### config.mk
export PLATFORM = sky130hd
export DESIGN_NAME = rgb_led_arbiter
export DESIGN_NICKNAME = d
export VERILOG_FILES = /design/src/rtl/rgb_led_arbiter.sv
export SDC_FILE = /design/constraint.sdc
export NUM_CORES = 1
export LEC_CHECK = 0
export ABC_CLOCK_PERIOD_IN_PS = 4000
export CAP_MARGIN = 20
export CORE_MARGIN = 5
export CORE_UTILIZATION = 52
export CTS_CLUSTER_SIZE = 20
export DETAILED_ROUTE_END_ITERATION = 6
export PLACE_DENSITY = 0.83
export SYNTH_ARGS = -nofsm -noshare
export SYNTH_HDL_FRONTEND = slang
export SYNTH_SLANG_ARGS = --single-unit
### constraint.sdc
create_clock -name clk -period 4 [get_ports clk]
set_input_delay 0.8 -clock clk [delete_from_list [all_inputs] [get_ports clk]]
set_output_delay 0.8 -clock clk [all_outputs]
set_load 0.01 [all_outputs]
### src/rtl/rgb_led_arbiter.sv
// Round-robin arbiter that gives one of three requesters ownership of a shared active-low RGB LED.
// Optional macro RGB_ARB_BLINK_EN makes the owner's colour blink with a BLINK_TICKS half-period.
module rgb_led_arbiter #(
    parameter int unsigned HOLD_TICKS  = 10,
    parameter int unsigned BLINK_TICKS = 4
) (
    input  logic       clk,
    input  logic       rst,
    input  logic [2:0] req,
    input  logic [2:0] color0,
    input  logic [2:0] color1,
    input  logic [2:0] color2,
    output logic [2:0] grant,
    output logic [2:0] out,
    output logic       busy
);

    localparam int unsigned      CNT_W    = $clog2(HOLD_TICKS + 1);
    localparam logic [CNT_W-1:0] HOLD_MAX = CNT_W'(HOLD_TICKS - 1);

    if (HOLD_TICKS < 1 || BLINK_TICKS < 1) begin : g_param_check
        $error("rgb_led_arbiter: HOLD_TICKS and BLINK_TICKS must be >= 1");
    end

    typedef enum logic [1:0] {
        IDLE = 2'b00,
        OWN  = 2'b01,
        GAP  = 2'b10
    } state_t;

    state_t             state_q, state_d;
    logic [2:0]         grant_q, grant_d;
    logic [2:0]         out_q, out_d;
    logic               busy_q, busy_d;
    logic [CNT_W-1:0]   cnt_q, cnt_d;
    logic [1:0]         ptr_q, ptr_d;

`ifdef RGB_ARB_BLINK_EN
    localparam int unsigned      BLK_W   = $clog2(BLINK_TICKS + 1);
    localparam logic [BLK_W-1:0] BLK_MAX = BLK_W'(BLINK_TICKS - 1);

    logic [BLK_W-1:0]   bcnt_q, bcnt_d;
    logic               phase_q, phase_d;
`endif

    logic [1:0] first_idx;
    logic [1:0] cand;
    logic [1:0] win_idx;
    logic       win_vld;
    logic [2:0] win_color;
    logic [2:0] own_color;
    logic       owner_req;
    logic       other_req;

    // Search order starts just after the last winner; ptr doubles as the owner index in OWN.
    always_comb begin
        case (ptr_q)
            2'd0:    first_idx = 2'd1;
            2'd1:    first_idx = 2'd2;
            default: first_idx = 2'd0;
        endcase
        cand    = 2'd0;
        win_idx = 2'd0;
        win_vld = 1'b0;
        for (int unsigned k = 0; k < 3; k++) begin
            cand = 2'((32'(first_idx) + k) % 32'd3);
            if (!win_vld && req[cand]) begin
                win_idx = cand;
                win_vld = 1'b1;
            end
        end
    end

    always_comb begin
        case (win_idx)
            2'd0:    win_color = color0;
            2'd1:    win_color = color1;
            default: win_color = color2;
        endcase
        case (ptr_q)
            2'd0:    own_color = color0;
            2'd1:    own_color = color1;
            default: own_color = color2;
        endcase
        owner_req = |(req & grant_q);
        other_req = |(req & ~grant_q);
    end

    always_comb begin
        state_d = state_q;
        grant_d = grant_q;
        out_d   = out_q;
        busy_d  = busy_q;
        cnt_d   = cnt_q;
        ptr_d   = ptr_q;
`ifdef RGB_ARB_BLINK_EN
        bcnt_d  = bcnt_q;
        phase_d = phase_q;
`endif
        case (state_q)
            IDLE, GAP: begin
                cnt_d = '0;
                if (win_vld) begin
                    state_d = OWN;
                    grant_d = 3'b001 << win_idx;
                    out_d   = win_color;
                    busy_d  = 1'b1;
                    ptr_d   = win_idx;
`ifdef RGB_ARB_BLINK_EN
                    bcnt_d  = '0;
                    phase_d = 1'b0;
`endif
                end else begin
                    state_d = IDLE;
                    grant_d = '0;
                    out_d   = '1;
                    busy_d  = 1'b0;
                end
            end
            OWN: begin
                // Owner drop is tested first so a simultaneous drop and new request still costs one GAP.
                if (!owner_req || (cnt_q == HOLD_MAX && other_req)) begin
                    state_d = GAP;
                    grant_d = '0;
                    out_d   = '1;
                    busy_d  = 1'b0;
                    cnt_d   = '0;
                end else begin
                    if (cnt_q != HOLD_MAX) begin
                        cnt_d = cnt_q + CNT_W'(1);
                    end
`ifdef RGB_ARB_BLINK_EN
                    if (bcnt_q == BLK_MAX) begin
                        bcnt_d  = '0;
                        phase_d = ~phase_q;
                    end else begin
                        bcnt_d  = bcnt_q + BLK_W'(1);
                    end
                    out_d = phase_d ? 3'b111 : own_color;
`else
                    out_d = own_color;
`endif
                end
            end
            default: begin
                state_d = IDLE;
                grant_d = '0;
                out_d   = '1;
                busy_d  = 1'b0;
                cnt_d   = '0;
            end
        endcase
    end

    always_ff @(posedge clk or posedge rst) begin
        if (rst) begin
            state_q <= IDLE;
            grant_q <= '0;
            out_q   <= '1;
            busy_q  <= 1'b0;
            cnt_q   <= '0;
            ptr_q   <= 2'd2;
`ifdef RGB_ARB_BLINK_EN
            bcnt_q  <= '0;
            phase_q <= 1'b0;
`endif
        end else begin
            state_q <= state_d;
            grant_q <= grant_d;
            out_q   <= out_d;
            busy_q  <= busy_d;
            cnt_q   <= cnt_d;
            ptr_q   <= ptr_d;
`ifdef RGB_ARB_BLINK_EN
            bcnt_q  <= bcnt_d;
            phase_q <= phase_d;
`endif
        end
    end

    assign grant = grant_q;
    assign out   = out_q;
    assign busy  = busy_q;

endmodule

# Word-level counts from Yosys, hierarchy flattened
# Cells that the tools add are included.
# classes
n_addsub,3
n_mul,0
n_div,3
order_cmp,3
n_eq_ne,8
n_shift,1
muxes,30
n_bitwise,3
reduce_logical,14
# ops
cell,n
remainder unit 32 x 2 -> 32 bit (second input constant),2
remainder unit 2 x 2 -> 32 bit (second input constant),1
case mux 3 bit (2 select lines),4
two-way mux 3 bit,4
two-way mux 4 bit,3
< comparator 2 x 3 -> 1 bit (second input constant),3
two-way mux 1 bit,9
two-way mux 2 bit,4
case mux 2 bit (2 select lines),2
AND 3 bit,2
binary-select mux 1 bit (select 2 bit),3
equality test 2 x 1 -> 1 bit (second input constant),3
logical NOT 2 bit,3
OR reduction 3 bit,2
adder 4 x 1 -> 4 bit (second input constant),1
equality test 4 bit (second input constant),1
inequality test 4 bit (second input constant),1
adder 2 x 1 -> 3 bit (second input constant),1
adder 2 x 2 -> 3 bit (second input constant),1
logical AND 1 bit,3
logical NOT 1 bit,3
inequality test 3 bit (second input constant),1
NOT 3 bit,1
<< shifter 1 x 2 -> 3 bit (first input constant),1
6 further kinds,6
# word_totals
ff_bits,15
latchBits,0
mem_bits_rw,0
romBits,0
out_inout_bits,7
memories,0

# Logic depth before layout (Yosys ltp)
# Gate-level depths: netlist of the first run.
# depth
depth_word,16
depth_mapped,7

# Worst setup path after synthesis of the first run
# OpenSTA, ideal clock, no wires.
# synth_timing
kind,input to register
from,input req[2]
to,register out_q[0] (netlist: out[0])
setup_time_ns,0.089
t_arrival_ns,1.799
setup_slack_ns,2.112
cell_stages,5
n_path_buf,0
cell_sequence,nor2b_4 > o31ai_4 > nand2_4 > a2111oi_2 > a21oi_1
# synth_via
elab_chain_cells,13
# synth_rtl
item,line,source
start: declaration,9,"input logic [2:0] req,"
binary-select mux 1 bit (select 2 bit),67,if (!win_vld && req[cand]) begin
two-way mux 1 bit (not written as such),67,
two-way mux 1 bit,67,
logical NOT 1 bit,67,
logical AND 1 bit,67,
two-way mux 1 bit,67,
logical NOT 1 bit,67,
logical AND 1 bit,67,
two-way mux 2 bit,67,
equality test 2 x 1 -> 1 bit or logical NOT 2 bit (tied branches),75,case (win_idx)
case mux 3 bit (2 select lines),75,
two-way mux 3 bit,103,if (win_vld) begin
case mux 3 bit (2 select lines) (*),100,case (state_q)
net out_d[0],33,"logic [2:0] out_q, out_d;"
end signal: assignment,170,out_q <= out_d;
end: declaration,33,
# Mark *: on every way through the listed nets, which the timed path passes. The rest lies on a longest branch. The select of a mux whose other input is x is not followed.
# A chain may end at the register's enable or synchronous reset.

# Worst setup path after layout of the first run
# layout_timing
from,input req[0]
to,register out_q[1] (netlist: out[1])
# Same word-level chain as after synthesis.

==> flow_summary.toml, run 1 <==
[final_layout]
fillers = 132
stdcell_area_sq_um = 1150
layout-drive-gt1-share_pct = 16.2
nets = 134
antenna_cells = 0
multiInputGateArea_sq_um = 490
area_growth_pct = 26.5
ff_latch_area_sq_um = 380

[timing]
slew_headroom_pct = 62.9
fin_skew_ns = 0.000404
whs_ns = 0.532
max_freq_mhz = 441
tns_ns = 0
rsz0062_at_grt = "false"
finalHoldViolCount = 0
min_period_over_period_pct = 56.6
worst_pin_slew_ns = 0.555
finalCriticalPeriod_ns = 2.27
setup_violations = 0
fin_ws_ns = 1.73
slew_viol_final = 0

[setup_path]
critPathCaptureType = "flop"
crit_chain = "clkdlybuf4s50_1 > and2b_1 > o31ai_4 > nand2_4 > a2111oi_2 > a21oi_1"
worst_r2r_path_depth = 6
cp.arrival_ns = 2.48
slowest_delay_ns = 0.50
worstSetupStartpoint = "req[0]"
critPathBufInv = 1
cp_top_family = "compound AO/OA/AOI/OAI gates"
r2r-end = "out[1]"
crit_type = "in2reg"
worstPathRequired_ns = 4.21
crit_slowest_cell = "clkdlybuf4s50_1"
reg2reg_slack_ns = 2.31
r2r_start = "cnt_q[0]"
startpoint_type = "primary input"
cp_max_fo = 8

[synthesis]
synth_cell_types = 32
synthFlopType = "dfrtp_1"
synth_area_leaders = "dfrtp_1 30%, dfstp_2 12%, a2111oi_2 6.6%"
synth_edf_count = 0
synthAdderAreaFrac_pct = 2.75
synth_seq_cells = 15
synth-simple-area-share_pct = 23.9
synth_mux_area_share_pct = 0
synth_top_family_by_area = "compound AO/OA/AOI/OAI gates"
syn_nets = 111
synth_compound_area_share_pct = 24.3
syn_inst = 95
yosysMostFrequentCell = "dfrtp_1"
synth_area_leader_cell = "dfrtp_1"
seq_area_frac_synth_pct = 41.8
synthTopCellsByCount = "11 x dfrtp_1, 8 x inv_1, 7 x nand2_1, 7 x nor2_1"
syn_area_sq_um = 911
synth_xor_area_share_pct = 2.88
ys_warn_count = 0
syn_area_per_cell_sq_um = 9.59
synth-async-reset-ratio_pct = 100
synth_top_area_share_pct = 30.2

[placed_design]
gp_congestion = 0.890
port_buffers = 20
hpwl_mm = 1.51
place_ws_ns = 1.42
post_dp_cell_area_sq_um = 1120

[global_routing]
antenna_found_initial = 0
gr-usage-met1_pct = 22.5
grt_max_degree = 16
met3_usage_pct = 4.87
grt_pass1_vias = 753
grt_pass1_wl_mm = 3.37
track_usage_pct = 16.9
use_met2_pct = 26.4
grt_overflow = 0
top_usage_layer = "met2"

[routing]
dr_total_vias = 773
viasPerCell = 5.77
drt-total-wl_mm = 1.94
drc = 0
wl_per_cell_um = 14.5
postRouteAntennaNets = 0
dr.pass1.iters = 4
drtIter0Drc = 21

[pwr]
p_sw_uw = 269
p_leak_nw = 0.498
power_frac_comb_pct = 44.6
power_density_nw_per_um2 = 586
p_clk_share_pct = 13.3
p_int_uw = 406
p_total_uw = 676
seq_power_share_pct = 42.1
peakVddDrop_uv = 325
swShare_pct = 39.8

[die]
coreArea_sq_um = 1690
pin_count = 21
die_area_sq_um = 2690
start_util_pct = 53.9
dieHeight_um = 51.9
row_count = 15
die_x_um = 51.9

[hold_path]
min_to = "busy"
hold_path_class = "reg2reg"
worstHoldStart = "busy"
hold_depth = 2

[run_status]
status = "completed"

[clock_network]
cts_resized = 0
cts-root-buf = "clkbuf_4"
cts_tree = "done"
numCtsBuffers = 3
postCtsSetupBuffers = 0
htree_levels = 1
hold_buffers = 0
clkLatencyLatePin_ns = 0.28
cts.sinks = 15
path_clk_slew_ns = 0.09
clock_path_buffers = 2

[run]
maxCapViolations = 0
## how the worst max path moves through the flow
stage	slack, ns	depth (start not counted)	endpoint
after global placement	1.42	6	out[0]
after detailed placement	1.42	6	out[0]
after global routing	1.65	6	out[2]
after CTS	1.73	6	out[1]
final	1.73	6	out[1]
after floorplan	2.11	5	out[0]
## cell usage in the layout (no fill, tap or decap), types with 3 or more instances in the layout
cell type / netlist / routed
nand2_1: 7 / 7
clkdlybuf4s50_1: 0 / 20
o22ai_1: 6 / 6
o21ai_0: 6 / 6
nor2b_1: 4 / 4
a2111oi_2: 4 / 4
clkbuf_4: 0 / 3
dfrtp_1: 11 / 11
dfstp_2: 4 / 4
a21oi_1: 5 / 5
inv_1: 8 / 8
nand3_1: 5 / 5
nor2_1: 7 / 7
## cell families (layout without fill, tap and decap cells)
family | after synthesis | count (layout)
AOI/OAI and AO/OA | 28 | 28
xor gates and xnor gates | 3 | 3
adders and majority gates | 2 | 2
buffers and inverters | 10 | 32
DFF | 15 | 15
and+or+nand+nor | 37 | 37
## layout make-up
class	count	area share [%]
multi-input combinational	70	42.6
sequential	15	33.0
timing repair buffer	20	17.4
inverter	8	2.61
clock buffer	3	1.95
tap	17	1.85
clock inverter	1	0.651
## worst reg2reg max path, stage by stage, from the launching register on
cell and delay, ns:
dfrtp_1 0.44, ha_1 0.23, and3b_1 0.23, o31ai_4 0.12
nand2_4 0.15, a2111oi_2 0.38, a21oi_1 0.07
## registers in the layout, summed over array words and instances, names as in the netlist
register,cells
cnt_q,4
grant,3
out,3
ptr_q,2
state_q,2
busy,1
## power by group through the flow
stage	Combinational, mW	Clock (mW)	Sequential (mW)
2_1_floorplan	0.208	0	0.265
3_5_place_dp	0.301	0	0.287
3_3_place_gp	0.294	0	0.285
6_report	0.301	0.0897	0.285
4_1_cts	0.303	0.0927	0.284
5_1_grt	0.331	0.0988	0.297
## metal layers
layer  share of wire (%)  vias up
met2                  50       26
met1                  44      361
met4                0.88        0
li1                    -      384
met3                 4.9        2
met5                   0        -
## per-stage QoR
step | utilization (%) | std cells
floorplan | - | 95
global placement | 66.4 | 130
detailed placement | 66.4 | 130
CTS | 68.2 | 134
global route | 68.2 | 134
finish | 68.2 | 134
Note: power is estimated with default switching activity, not from simulation.
==> run 2: changes to the inputs <==
Settings changed: ABC_CLOCK_PERIOD_IN_PS 4000 to 1800, CORE_UTILIZATION 52 to 44, PLACE_DENSITY 0.83 to 0.74.
Clock period 4 ns to 1.8 ns, I/O delays scaled along.
==> run 2 against run 1 <==
Global-route usage down 1.5 points. Clock skew increased by 0.0030 ns. Setup slack got worse by 1.6 ns. Via count increased by 9.1%. Clock power increased by 130%. Largest power group unchanged. Highest routed layer unchanged.
==> flow_summary.toml, run 2 (synthesis gave the netlist of run 1 again) <==
[timing]
fin_skew_ns = 0.00338
rsz0062_at_grt = "false"
slew_headroom_pct = 62.1
worst_pin_slew_ns = 0.568
tns_ns = 0
finalCriticalPeriod_ns = 1.70
min_period_over_period_pct = 94.4
slew_viol_final = 0
max_freq_mhz = 588
setup_violations = 0
finalHoldViolCount = 0

[die]
dieHeight_um = 55.5
start_util_pct = 46.4
row_count = 16
coreArea_sq_um = 1960
die_x_um = 55.5
pin_count = 21
die_area_sq_um = 3080

[final_layout]
stdcell_area_sq_um = 1270
stdcell_count = 155
final_common_cell = "clkdlybuf4s50_1"
layout-drive-gt1-share_pct = 24.2
max_flop_register = "cnt_q"
antenna_cells = 0
nets = 145
final_cell_mix = "20 x clkdlybuf4s50_1, 11 x dfrtp_1, 11 x buf_4"
area_growth_pct = 39.0
largest_reg_flops = 4

[global_routing]
grt_overflow = 0
track_usage_pct = 15.4
grt_pass1_wl_mm = 3.86
gr-usage-met1_pct = 18.0
top_usage_layer = "met2"
antenna_found_initial = 0
grt_pass1_vias = 896
use_met2_pct = 25.8
met3_usage_pct = 3.96
grt_max_degree = 16

[routing]
dr.pass1.iters = 4
drtIter0Drc = 34
drt-total-wl_mm = 2.26
wl_per_cell_um = 14.5
drc = 0
dr_total_vias = 843
postRouteAntennaNets = 0
viasPerCell = 5.44

[setup_path]
crit_chain = "clkdlybuf4s50_1 > nor2_1 > a2111oi_4 > o22ai_1 > o21ai_0 > a21oi_1"
cp.arrival_ns = 1.91
worstPathRequired_ns = 2.01
cp_max_fo = 6
critPathCaptureType = "flop"
crit_slowest_cell = "clkdlybuf4s50_1"
reg2reg_slack_ns = 0.16
crit_type = "in2reg"
slowest_delay_ns = 0.57
startpoint_type = "primary input"

[clock_network]
cts_tree = "done"
path_clk_slew_ns = 0.10
cts-root-buf = "clkbuf_4"
clkLatencyLatePin_ns = 0.29
cts.sinks = 15
numCtsBuffers = 3
htree_levels = 1
clock_path_buffers = 2

[pwr]
peakVddDrop_uv = 885
p_leak_nw = 0.551
power_density_nw_per_um2 = 1300

[run]
maxCapViolations = 0

[hold_path]
hold_path_class = "in2async"

[placed_design]
gp_congestion = 0.805
numPlacedInstances = 150
port_buffers = 20
post_dp_cell_area_sq_um = 1210
hpwl_mm = 1.66

[run_status]
status = "completed"
-- run 2: changes by cell type in the layout (fill, tap and decap cells not counted), sizes merged --
cell,change
buf,+11
-- run 2: metal layers --
| metal | vias up | wire [um] | part of all wire [%] |
|---|---|---|---|
| li1 | 406 | - | - |
| met1 | 383 | 952 | 42 |
| met2 | 46 | 1080 | 48 |
| met3 | 8 | 174 | 7.7 |
| met4 | 0 | 45 | 2.0 |
| met5 | - | 0 | 0 |
-- run 2: power by group --
group	switching, mW	internal [mW]	leakage [nW]
Combinational	0.388	0.425	0.351
Sequential	0.144	0.482	0.186
Clock	0.122	0.0844	0.0139
Total	0.654	0.991	0.551
-- run 2: worst paths after layout --
| check | from | end | depth (start not counted) |
|---|---|---|---|
| worst max-delay path | req[2] | out[0] | 6 |
| worst min-delay path | rst | cnt_q[1] | 2 |
| worst max register to register | cnt_q[0] | out[0] | 6 |
| worst min register to register | busy | busy | 2 |
| max in group asynchronous | rst | out[0] | 2 |
| min in group clk | busy | busy | 2 |
-- run 2: cell type report --
| class | count | area, sq um |
|---|---|---|
| flip-flops and latches | 15 | 380 |
| multi-input cells | 70 | 509 |
| repair buffers | 31 | 283 |
| well taps | 27 | 33.8 |
| inverters | 8 | 30.0 |
| clock buffers | 3 | 22.5 |
| fillers | 174 | 696 |
| clock inverters | 1 | 7.51 |
-- run 2: metrics by stage --
step / setup slack (ns) / power (mW) / hold WS (ns) / utilization [%]
detailed placement: -0.245 / 1.39 / 0.490 / 61.7
finish: 0.100 / 1.65 / 0.416 / 64.5
global route: 0.00283 / 1.78 / 0.462 / 64.5
CTS: 0.0759 / 1.60 / 0.431 / 63.2
global placement: -0.144 / 1.36 / 0.497 / 61.7
floorplan: 0.280 / 1.05 / 0.259 / -
-- run 2: worst max-delay path, delay by kind of cell --
family / cells / cell delay, ns
AND/OR/NAND/NOR: 1 / 0.13
buffers and inverters: 1 / 0.57
AO/OA/AOI/OAI: 4 / 0.85
-- run 2: what timing repair did --
action,in CTS,in global routing
resized for setup,0,3
setup endpoints to repair,0,3
buffers inserted,0,1
hold buffers,0,0
